`config.mk`:
```
export PLATFORM = sky130hd
export DESIGN_NAME = fetch_queue_unit
export DESIGN_NICKNAME = d
export VERILOG_FILES = /design/src/rtl/fetch_queue_unit.sv
export SDC_FILE = /design/constraint.sdc
export NUM_CORES = 1
export LEC_CHECK = 0
export ABC_AREA = 1
export CELL_PAD_IN_SITES_DETAIL_PLACEMENT = 1
export CELL_PAD_IN_SITES_GLOBAL_PLACEMENT = 1
export CORE_ASPECT_RATIO = 1.5
export CORE_MARGIN = 4
export CORE_UTILIZATION = 25
export DETAILED_ROUTE_END_ITERATION = 10
export HOLD_SLACK_MARGIN = 0.12
export PLACE_DENSITY = 0.64
export SYNTH_ARGS = -nofsm -noshare
export SYNTH_HDL_FRONTEND = slang
export SYNTH_SLANG_ARGS = --single-unit
```
`constraint.sdc`:
```
create_clock -name clk -period 4.41 [get_ports clk]
set_input_delay 0.6615 -clock clk [delete_from_list [all_inputs] [get_ports clk]]
set_output_delay 0.6615 -clock clk [all_outputs]
set_load 0.05 [all_outputs]
```
`src/rtl/fetch_queue_unit.sv`:
```
// fetch_queue_unit: instruction fetch with static next-PC prediction feeding an in-order queue.
// Stalls on JALR until the target resolves; flush redirects and empties the queue.
module fetch_queue_unit #(
    parameter int          QDEPTH   = 4,
    parameter logic [31:0] RESET_PC = 32'h0
) (
    input  logic                      clk,
    input  logic                      rst,
    input  logic                      rdy,
    input  logic                      ic_valid,
    input  logic [31:0]               ic_instr,
    output logic [31:0]               ic_addr,
    output logic [31:0]               pred_addr,
    input  logic                      pred_taken,
    output logic                      out_valid,
    input  logic                      out_ready,
    output logic [31:0]               out_instr,
    output logic [31:0]               out_pc,
    output logic                      out_jumped,
    output logic [$clog2(QDEPTH):0]   count,
    input  logic                      flush,
    input  logic [31:0]               redir_pc,
    input  logic                      jalr_done
);
    localparam int AW = $clog2(QDEPTH);
    typedef enum logic {RUN, WAIT_JALR} state_t;

    state_t        state_q, state_d;
    logic [31:0]   pc_q, pc_d;
    logic [AW-1:0] head_q, head_d, tail_q, tail_d;
    logic [AW:0]   count_q, count_d;
    logic [31:0]   instr_q [QDEPTH];
    logic [31:0]   epc_q [QDEPTH];
    logic          jmp_q [QDEPTH];
    logic          fetch, pop, is_jal, is_br, is_jalr, jumped;
    logic [31:0]   j_imm, b_imm, npc;

    assign is_jal  = ic_instr[6:0] == 7'b1101111;
    assign is_br   = ic_instr[6:0] == 7'b1100011;
    assign is_jalr = ic_instr[6:0] == 7'b1100111;
    assign j_imm   = {{12{ic_instr[31]}}, ic_instr[19:12], ic_instr[20], ic_instr[30:21], 1'b0};
    assign b_imm   = {{20{ic_instr[31]}}, ic_instr[7], ic_instr[30:25], ic_instr[11:8], 1'b0};
    assign jumped  = is_br & pred_taken;
    assign npc     = is_jal ? pc_q + j_imm : jumped ? pc_q + b_imm : is_jalr ? pc_q : pc_q + 32'd4;
    // MSB of count set means the queue is full, since count never exceeds QDEPTH
    assign fetch   = ic_valid & (state_q == RUN) & ~count_q[AW] & ~flush & rdy;
    assign pop     = out_valid & out_ready & ~flush & rdy;

    always_comb begin
        state_d = state_q;
        pc_d    = pc_q;
        head_d  = head_q;
        tail_d  = tail_q;
        count_d = count_q;
        if (rdy && flush) begin
            state_d = RUN;
            pc_d    = redir_pc;
            head_d  = '0;
            tail_d  = '0;
            count_d = '0;
        end else if (rdy) begin
            tail_d  = fetch ? tail_q + AW'(1) : tail_q;
            head_d  = pop ? head_q + AW'(1) : head_q;
            count_d = count_q + (AW+1)'(fetch) - (AW+1)'(pop);
            pc_d    = fetch ? npc : pc_q;
            state_d = (fetch && is_jalr) ? WAIT_JALR : state_q;
            if (state_q == WAIT_JALR && jalr_done) begin
                state_d = RUN;
                pc_d    = redir_pc;
            end
        end
    end

    always_ff @(posedge clk) begin
        if (rst) begin
            state_q <= RUN;
            pc_q    <= RESET_PC;
            head_q  <= '0;
            tail_q  <= '0;
            count_q <= '0;
        end else begin
            state_q <= state_d;
            pc_q    <= pc_d;
            head_q  <= head_d;
            tail_q  <= tail_d;
            count_q <= count_d;
        end
    end

    always_ff @(posedge clk) begin
        if (fetch) begin
            instr_q[tail_q] <= ic_instr;
            epc_q[tail_q]   <= pc_q;
            jmp_q[tail_q]   <= jumped;
        end
    end

    assign ic_addr    = pc_q;
    assign pred_addr  = pc_q;
    assign count      = count_q;
    assign out_valid  = count_q != '0;
    assign out_instr  = instr_q[head_q];
    assign out_pc     = epc_q[head_q];
    assign out_jumped = jmp_q[head_q];
endmodule

```
==> flow_summary.rst <==
.. list-table::
   :header-rows: 1

   * - Metric
     - Value
   * - Cell area after synthesis
     - 16860 sq um
   * - DRC viols
     - 0
   * - Placed instance area
     - 19900 sq um
   * - Number of routed nets with antenna violations
     - 0
   * - Vias
     - 14930
   * - Biggest fanout along the worst timing path
     - 80
   * - Power density of the placed cells
     - 324.6 nW/um^2
   * - Final WS setup
     - 0.6358 ns
   * - Initial core utilization
     - 25.25%
   * - Yosys reg bits
     - 302
   * - Max-Slew Margin vs Limit
     - 38.26%
   * - Final period utilization
     - 85.58%
   * - Number of unique standard cell types used by synthesis
     - 52
   * - Final nets
     - 2297
   * - Share of power burned in combinational logic
     - 14.1%
   * - Worst reg-to-reg setup slack
     - 1.39 ns
   * - Post-CTS clock slew at the launch and capture registers of the worst setup and hold paths
     - 0.08 ns
   * - Register area share after synthesis
     - 51.30%
   * - Max-cap violation count
     - 0
   * - Height of the die
     - 326.0 microns
   * - Cell internal power dissipation
     - 4.896 mW
   * - Gr usage total
     - 18.69%
   * - Placeable Area
     - 66760 sq um
   * - Crit start category
     - flop
   * - Top layer used by detailed routing
     - met5
   * - Hold_ws
     - 0.4800 ns
   * - Clock buffers created by TritonCTS
     - 30
   * - Warnings, synthesis
     - 0
   * - Global-route wire length before repair
     - 101400 microns
   * - DRT iter0 DRCs
     - 887
   * - Met3 wirelength from detailed routing
     - 2555 microns
   * - Clock Skews
     - 0.05289 ns
   * - Leakage component of the power
     - 8.352 nW
   * - Via count of the first global-routing pass
     - 15660
   * - RSZ-0062 raised after global routing
     - false
   * - Worst hold path type
     - reg2reg
   * - Fraction of final layout cells sized beyond drive strength 1
     - 6.648%
   * - Post-synth EDFFs
     - 260
   * - IO Pins
     - 205
   * - Via/cell ratio
     - 4.845
   * - Drt first pass iters
     - 5
   * - Clock power frac
     - 39.0%
   * - Type of destination of the critical path
     - primary output
   * - H-tree levels
     - 1
   * - Switching component of the power
     - 1.890 mW
   * - Largest buffer count on any clock path
     - 3
   * - Setup TNS
     - 0 ns
   * - Worst slew pin tran
     - 0.9248 ns
   * - Post CTS Setup Buffer Count
     - 0
   * - Final weighted congestion in routability-driven placement
     - 0.9210
   * - Pre-CTS worst setup slack
     - 0.7607 ns
   * - Met1 layer wirelength in the final routing
     - 28330 microns
   * - Area of the die
     - 71740 sq um
   * - Fill cell total of the finished layout
     - 7910
   * - HPWL after DPL
     - 51290 microns
   * - WL/cell
     - 22.42 microns
   * - Number of instances resized during post-cts repair
     - 0
   * - Number of setup violations in the final report
     - 0
   * - Number of slew-limit violations in the final report
     - 0
   * - Area growth from synthesis to layout
     - 24.00%
   * - Worst-Skew Late Latency
     - 0.62 ns
   * - Sequential cell area in the final layout
     - 8653 sq um
   * - Arrival time at the worst endpoint
     - 3.11 ns
   * - Synthesized net count
     - 2117
   * - Detail Route met2 WL
     - 35510 microns
   * - Port bufs
     - 204
   * - Cell count after synthesis
     - 1992
   * - Sequential fraction of design power
     - 46.9%
   * - Number of antenna violations at the first check in global routing
     - 2
   * - TritonCTS clock tree
     - yes
   * - Total global routing overflow
     - 0
   * - Die boundary width
     - 220.0 microns
   * - Final Instance Area
     - 20910 sq um
   * - Run status
     - finished, final reports clean
   * - Shortest period the worst path allows
     - 3.774 ns
   * - Upper clock frequency limit
     - 265.0 MHz
   * - Area of the multi-input gates
     - 6982 sq um
   * - Fin. Hold Viols
     - 0
   * - CP required
     - 3.75 ns
   * - Pin count of the biggest net entering global routing
     - 81
   * - Row cnt
     - 116
   * - Number of sinks on the clock net
     - 302
   * - Clk root buf
     - sky130_fd_sc_hd__clkbuf_16
   * - Average cell area after synthesis
     - 8.463 sq um
   * - Async SR Flop Fraction
     - 0%
   * - Post-Route WL
     - 69090 microns
   * - Peak supply drop
     - 0.2619 mV
   * - Kind of critical path
     - reg2out
   * - Sw frac
     - 27.85%
   * - Hold_buf cts
     - 0
   * - Most used flip-flop cell after synthesis
     - sky130_fd_sc_hd__edfxtp_1
worst paths after layout:
path	startpoint	cells after the start	end
hold / removal	ic_addr[14]	2	ic_addr[14]
setup reg to reg	ic_addr[19]	12	ic_addr[28]
setup / recovery	flop	4	out_pc[24]
hold reg to reg	ic_addr[14]	2	ic_addr[14]
power groups by stage:
| stage | Clock [mW] | Combinational, mW | Sequential [mW] |
|---|---|---|---|
| final | 2.65 | 0.957 | 3.18 |
| after floorplan | 0 | 0.503 | 3.28 |
| after CTS | 2.71 | 0.965 | 3.18 |
| after global routing | 2.82 | 1.03 | 3.18 |
| after detailed placement | 0 | 0.959 | 3.25 |
| after global placement | 0 | 0.950 | 3.24 |
flip-flops by register name, indices dropped and copies added (netlist names), named ones only:
name and cells:
count 3, epc_q 128, head_q 2, ic_addr 32, instr_q 128, jmp_q 4
state_q 1, tail_q 2
metal layers:
| layer | vias up | track usage (%) |
|---|---|---|
| li1 | 7085 | - |
| met1 | 7452 | 22.39 |
| met2 | 294 | 34.10 |
| met3 | 98 | 2.062 |
| met4 | 2 | 6.830 |
| met5 | - | 0 |
metrics by stage:
stage,std cells,power [mW],utilization [%]
5_1_grt,3081,7.033,31.31
4_1_cts,3081,6.862,31.31
6_report,3082,6.786,31.31
2_1_floorplan,1992,3.783,-
3_3_place_gp,3025,4.193,29.80
3_5_place_dp,3025,4.204,29.80
logic make-up after synthesis:
logic type	count (synthesis)	share of synthesized area [%]
simple gates	920	23.00
buf+inv	292	7.481
compound gates	403	13.01
fa+ha+maj	53	4.067
flops	302	51.30
xor+xnor	22	1.143
area by class of cell:
cell class	instances	share of cell area, %
diodes	1	0.01197
clock buffers	35	3.729
clock inverters	21	1.089
inverters	193	3.471
multi-input cells	1398	33.40
flip-flops and latches	302	41.39
well taps	885	5.297
repair buffers	247	11.61
cells in the mapped netlist, types with 3 or more instances:
cell type                  instances  area, sq um
sky130_fd_sc_hd__dfxtp_1          42        840.8
sky130_fd_sc_hd__nand4_1          17        106.4
sky130_fd_sc_hd__xor2_1           17        148.9
sky130_fd_sc_hd__nand3_2           4        40.04
sky130_fd_sc_hd__nor3_1           22        110.1
sky130_fd_sc_hd__buf_1             3        11.26
sky130_fd_sc_hd__edfxtp_1        260         7807
sky130_fd_sc_hd__xnor2_1           5        43.79
sky130_fd_sc_hd__inv_2             8        30.03
sky130_fd_sc_hd__or2_2             5        31.28
sky130_fd_sc_hd__nand2_2           9        56.30
sky130_fd_sc_hd__buf_2            10        50.05
sky130_fd_sc_hd__clkbuf_1         47        176.4
sky130_fd_sc_hd__nand3b_1          6        45.04
sky130_fd_sc_hd__o22ai_1          65        406.6
sky130_fd_sc_hd__o21ai_0         192        960.9
sky130_fd_sc_hd__fa_1              3        60.06
sky130_fd_sc_hd__buf_4            37        277.8
sky130_fd_sc_hd__nor2_4            5        56.30
sky130_fd_sc_hd__nand3_1         109        545.5
sky130_fd_sc_hd__a21boi_0          4        30.03
sky130_fd_sc_hd__o21ai_1           9        45.04
sky130_fd_sc_hd__a21oi_1         103        515.5
sky130_fd_sc_hd__o211ai_1          6        45.04
sky130_fd_sc_hd__o21bai_1         10        75.07
sky130_fd_sc_hd__ha_1             50        625.6
sky130_fd_sc_hd__nand2_1         444         1667
sky130_fd_sc_hd__nor2_1          286         1074
sky130_fd_sc_hd__inv_1           185        694.4
worst max-delay path, stage by stage (launching register included):
cell	delay [ns]
sky130_fd_sc_hd__dfxtp_4	0.37
sky130_fd_sc_hd__buf_4	0.61
sky130_fd_sc_hd__o21ai_0	0.21
sky130_fd_sc_hd__o22ai_1	0.35
sky130_fd_sc_hd__clkdlybuf4s50_1	0.88
cell usage in the layout, fill, tap and decap left out, types with 5 or more instances in the layout:
cell	instances
sky130_fd_sc_hd__nor3_1	22
sky130_fd_sc_hd__inv_2	9
sky130_fd_sc_hd__nand3_1	109
sky130_fd_sc_hd__xnor2_1	5
sky130_fd_sc_hd__o22ai_1	65
sky130_fd_sc_hd__nor2_1	282
sky130_fd_sc_hd__buf_4	38
sky130_fd_sc_hd__o21ai_1	9
sky130_fd_sc_hd__o21ai_0	192
sky130_fd_sc_hd__o211ai_1	6
sky130_fd_sc_hd__nor2_4	9
sky130_fd_sc_hd__ha_1	50
sky130_fd_sc_hd__nand4_1	17
sky130_fd_sc_hd__edfxtp_1	260
sky130_fd_sc_hd__nand3b_1	6
sky130_fd_sc_hd__or2_2	5
sky130_fd_sc_hd__nand2_2	10
sky130_fd_sc_hd__clkdlybuf4s50_1	204
sky130_fd_sc_hd__dfxtp_1	40
sky130_fd_sc_hd__buf_12	5
sky130_fd_sc_hd__xor2_1	17
sky130_fd_sc_hd__inv_1	183
sky130_fd_sc_hd__clkbuf_16	30
sky130_fd_sc_hd__clkinv_2	7
sky130_fd_sc_hd__a21oi_1	103
sky130_fd_sc_hd__nand2_1	443
sky130_fd_sc_hd__o21bai_1	10
(Power assumes the default switching activity.)
